===== config.mk =====
export PLATFORM = sky130hd
export DESIGN_NAME = alu_mc_seq
export DESIGN_NICKNAME = d
export VERILOG_FILES = /design/src/rtl/alu_mc_seq.sv
export SDC_FILE = /design/constraint.sdc
export NUM_CORES = 1
export LEC_CHECK = 0
export CAP_MARGIN = 20
export CORE_MARGIN = 2
export CORE_UTILIZATION = 52
export CTS_BUF_LIST = sky130_fd_sc_hd__clkbuf_2
export DETAILED_ROUTE_END_ITERATION = 12
export GPL_TIMING_DRIVEN = 0
export PLACE_DENSITY = 0.88
export SLEW_MARGIN = 30
export SYNTH_ARGS = -nofsm -noshare
export SYNTH_HDL_FRONTEND = slang
export SYNTH_SLANG_ARGS = --single-unit

===== constraint.sdc =====
create_clock -name clk -period 4.5 [get_ports clk]
set_input_delay 0.45 -clock clk [delete_from_list [all_inputs] [get_ports clk]]
set_output_delay 0.45 -clock clk [all_outputs]
set_load 0.05 [all_outputs]

===== src/rtl/alu_mc_seq.sv =====
// rtl/alu_mc_seq.sv - issue/collect controller for a free-running multi-cycle ALU
// Credit-gated issue, STAGES-deep valid tracking and a result FIFO with registered head.

module alu_mc_seq #(
    parameter int STAGES = 3,
    parameter int DEPTH  = 4,
    parameter int AW     = 2
) (
    input  logic        clk,
    input  logic        rst,
    input  logic        req_valid,
    output logic        req_ready,
    input  logic        req_sel,
    input  logic [31:0] req_a,
    input  logic [31:0] req_b,
    input  logic        req_c,
    output logic        alu_sel,
    output logic [31:0] alu_a,
    output logic [31:0] alu_b,
    output logic        alu_c,
    input  logic [31:0] alu_r,
    output logic        res_valid,
    input  logic        res_ready,
    output logic [31:0] res_data,
    output logic        busy
);

    localparam int CW = AW + 1;

    logic [STAGES-1:0] vld_q, vld_d;
    logic [CW-1:0]     count_q, count_d;
    logic [CW-1:0]     credits_q, credits_d;
    logic [AW-1:0]     wr_ptr_q, wr_ptr_d;
    logic [AW-1:0]     rd_ptr_q, rd_ptr_d;
    logic [31:0]       mem_q [DEPTH];
    logic [31:0]       mem_d [DEPTH];

    logic fire;
    logic capture;
    logic pop;

    // req_ready depends only on registered credits, never on req_valid or res_ready
    assign req_ready = (credits_q != '0);
    assign fire      = req_valid & req_ready;
    assign res_valid = (count_q != '0);
    assign pop       = res_valid & res_ready;
    assign capture   = vld_q[STAGES-1];
    assign res_data  = mem_q[rd_ptr_q];
    assign busy      = (|vld_q) | res_valid;

    assign alu_sel = fire ? req_sel : 1'b0;
    assign alu_a   = fire ? req_a   : 32'd0;
    assign alu_b   = fire ? req_b   : 32'd0;
    assign alu_c   = fire ? req_c   : 1'b0;

    always_comb begin
        vld_d    = '0;
        vld_d[0] = fire;
        for (int k = 1; k < STAGES; k++) begin
            vld_d[k] = vld_q[k-1];
        end

        mem_d = mem_q;
        if (capture) begin
            mem_d[wr_ptr_q] = alu_r;
        end

        wr_ptr_d  = wr_ptr_q + AW'(capture);
        rd_ptr_d  = rd_ptr_q + AW'(pop);
        count_d   = count_q + CW'(capture) - CW'(pop);
        // Capture is credit-neutral: the slot was reserved when the op fired
        credits_d = credits_q - CW'(fire) + CW'(pop);
    end

    always_ff @(posedge clk or negedge rst) begin
        if (!rst) begin
            vld_q     <= '0;
            count_q   <= '0;
            credits_q <= CW'(DEPTH);
            wr_ptr_q  <= '0;
            rd_ptr_q  <= '0;
            for (int i = 0; i < DEPTH; i++) begin
                mem_q[i] <= 32'd0;
            end
        end else begin
            vld_q     <= vld_d;
            count_q   <= count_d;
            credits_q <= credits_d;
            wr_ptr_q  <= wr_ptr_d;
            rd_ptr_q  <= rd_ptr_d;
            for (int i = 0; i < DEPTH; i++) begin
                mem_q[i] <= mem_d[i];
            end
        end
    end

endmodule

==> reports/qor.csv <==
stage;metric;value;unit
run_status;status;finished, final reports clean;
sta;fmax;284;MHz
floorplanning;Ports;203;
clock_tree;H-tree levels;4;
final_layout;layout filler cell count;789;
clock_tree;Post-CTS Resized;0;
yosys;syn nets;529;
pwr;VDD IR max;0.000405;V
critical_path;slowest stage delay, CP;0.81;ns
final_layout;most common cell after layout, fill and taps aside;clkdlybuf4s50_1;
grt;first-pass GRT wire length;23.8;mm
routing;drt pass-1 iters;4;
yosys;Mapped Cells;422;
routing;vias per inst;5.27;
sta;headroom to the max-slew limit;0.525;
critical_path;flop2flop setup slack;2.00;ns
final_layout;area delta synth->final;37.5;%
final_layout;number of nets in the layout;752;
placed_design;routability cong.;0.790;
sta;min Tclk post-route;3.52;ns
yosys;#FFs+latches synth;141;
grt;initial antenna violation count;5;
critical_path;CP max FO;10;
critical_path;Req. time, crit path;4.05;ns
critical_path;WP data arrival;3.07;ns
clock_tree;hold_buf cts;1;
floorplanning;die height;116;um
clock_tree;CTS tree;done;
clock_tree;postcts setup bufs;0;
yosys;Synth async-reset ratio;1.00;
clock_tree;Clock Pin Slew Worst Setup and Hold Paths;0.19;ns
routing;Vias;4370;
clock_tree;CTS Root Cell;clkbuf_2;
critical_path;worst setup path class;flop to output pin;
floorplanning;core area;12100;um^2
grt;total track usage;0.239;
sta;fin. max-slew vios;0;
sta;RSZ-0062 raised after global routing;false;
clock_tree;Max clock buf depth;2;
routing;DRC viols;0;
yosys;synthesis warning total;0;
final_layout;Reg area;3530;um^2
final_layout;multi-input logic area;2820;um^2
routing;First DRT Iteration DRCs;210;
sta;Final setup viols;0;
floorplanning;initial cell density of the core;0.537;
floorplanning;die area;13400;um^2
critical_path;startpoint class of the critical path;flop;
critical_path;crit end category;output pin;
grt;vias in the first global route;4787;
sta;TNS Setup;0;ns
sta;Worst Clk Skew;0.0275;ns
sta;Fin. Hold Viols;0;
min_path;worst hold-check path type;input pin to async pin;
clock_tree;Clk Latency, worst-skew pair;0.68;ns
routing;Total Wirelength;15.2;mm
final_layout;share of post-route cells with drive strength above 1;0.323;
clock_tree;Clock Sinks;141;
critical_path;crit-path cells;o31a_1, clkbuf_1, buf_2, and2_1, clkdlybuf4s50_1;
yosys;Post-synth EDFFs;0;
yosys;sequential share of the synthesized area;0.542;
yosys;Mean Syn Cell Area;15.4;um^2
sta;slew at the pin with the worst max-slew slack;0.713;ns
critical_path;Worst path slowest cell;clkdlybuf4s50_1;
floorplanning;Die W;116;um
routing;WL/cell;18.3;um
grt;largest net degree at the start of global routing;74;
yosys;Main synth FF type;dfrtp_1;
yosys;post-synth design cell area;6510;um^2
clock_tree;number of buffers created by CTS;17;
final_layout;commonest non-fill, non-tap cells in the layout;clkdlybuf4s50_1, dfrtp_1, mux2_2, and2_1, mux4_2;
yosys;Cell variety after synth;25;
placed_design;I/O Buffers;202;
placed_design;hpwl dp;11.4;mm
grt;remaining global-route overflow;0;
floorplanning;FP Rows;40;
run;max_cap viols;0;
pwr;power consumption;7.06;mW
sta;Tcrit/Tclk final;0.781;
pwr;leak pwr;3.64;nW
pwr;Power Density;788;nW/um^2
routing;Detail Route Antenna Nets;0;
==> synth_stat cells (all sizes together) (2+ instances only) <==
| cell type | n | area share |
|---|---|---|
| mux4 | 32 | 0.11 |
| nand3b | 2 | 0.0023 |
| clkbuf | 8 | 0.0046 |
| fa | 2 | 0.0062 |
| xnor2 | 5 | 0.0067 |
| mux2 | 128 | 0.22 |
| buf | 19 | 0.019 |
| inv | 2 | 0.0012 |
| dfrtp | 140 | 0.54 |
| or3 | 2 | 0.0019 |
| xor2 | 3 | 0.0040 |
| and2 | 66 | 0.063 |
| ha | 3 | 0.0058 |
==> through the flow <==
| stage | area (um^2) | utilization | worst slack (ns) | std cells | hold WS, ns |
|---|---|---|---|---|---|
| floorplan | 6510 | - | 2.33 | 422 | 0.154 |
| global placement | 8740 | 0.722 | -2.21 | 792 | 0.355 |
| detailed placement | 8770 | 0.724 | 1.27 | 793 | 0.356 |
| CTS | 8940 | 0.738 | 0.860 | 824 | 0.230 |
| global route | 8950 | 0.739 | 0.769 | 829 | 0.227 |
| finish | 8950 | 0.739 | 0.985 | 829 | 0.275 |
==> state kept, by name, indices dropped and copies added (netlist names) <==
name and flops:
credits_q 3, count_q 3, vld_q 3, wr_ptr_q 2, rd_ptr_q 2, mem_q 128
==> critical path, delay by kind of cell, from the launching register on <==
family                 cells  cell delay [ns]
AOI/OAI and AO/OA          1             0.30
DFF                        1             0.58
and+or+nand+nor            1             0.16
buffers and inverters      3             1.36
==> cell type report <==
cell class | instances | share of cell area
sequential | 141 | 0.394
clock buffer | 22 | 0.0123
clock inverter | 8 | 0.00517
buffer | 27 | 0.0169
antenna | 5 | 0.00140
multi-input combinational | 252 | 0.315
timing repair buffer | 204 | 0.231
tap | 168 | 0.0235
inverter | 2 | 0.000839
==> layer usage <==
layer	track usage	wire, um
met1	0.262	5780
met5	0	0
met3	0.0633	811
met4	0.108	283
met2	0.434	8310
==> kinds of logic after synthesis <==
logic type | after synthesis | share of synthesized area
compound gates | 3 | 0.00385
xor+xnor | 8 | 0.0108
fa+ha+maj | 5 | 0.0119
buf+inv | 29 | 0.0244
flops | 141 | 0.542
mux | 161 | 0.334
simple gates | 75 | 0.0730
==> final timing paths <==
| path | start | endpoint | cells after the start |
|---|---|---|---|
| setup / recovery | credits_q[2] | alu_b[26] | 5 |
| hold / removal | rst | mem_q[104] | 2 |
| setup reg to reg | credits_q[2] | credits_q[2] | 8 |
| hold reg to reg | vld_q[1] | vld_q[2] | 0 |
| max in group asynchronous | rst | mem_q[126] | 3 |
| min in group clk | vld_q[1] | vld_q[2] | 0 |
==> power by group <==
group	total [mW]	internal [mW]	switching (mW)	leakage (nW)
Sequential	2.25	1.92	0.335	1.65
Combinational	4.25	1.92	2.33	1.88
Clock	0.562	0.143	0.419	0.111
Note: power is estimated with default switching activity, not from simulation.
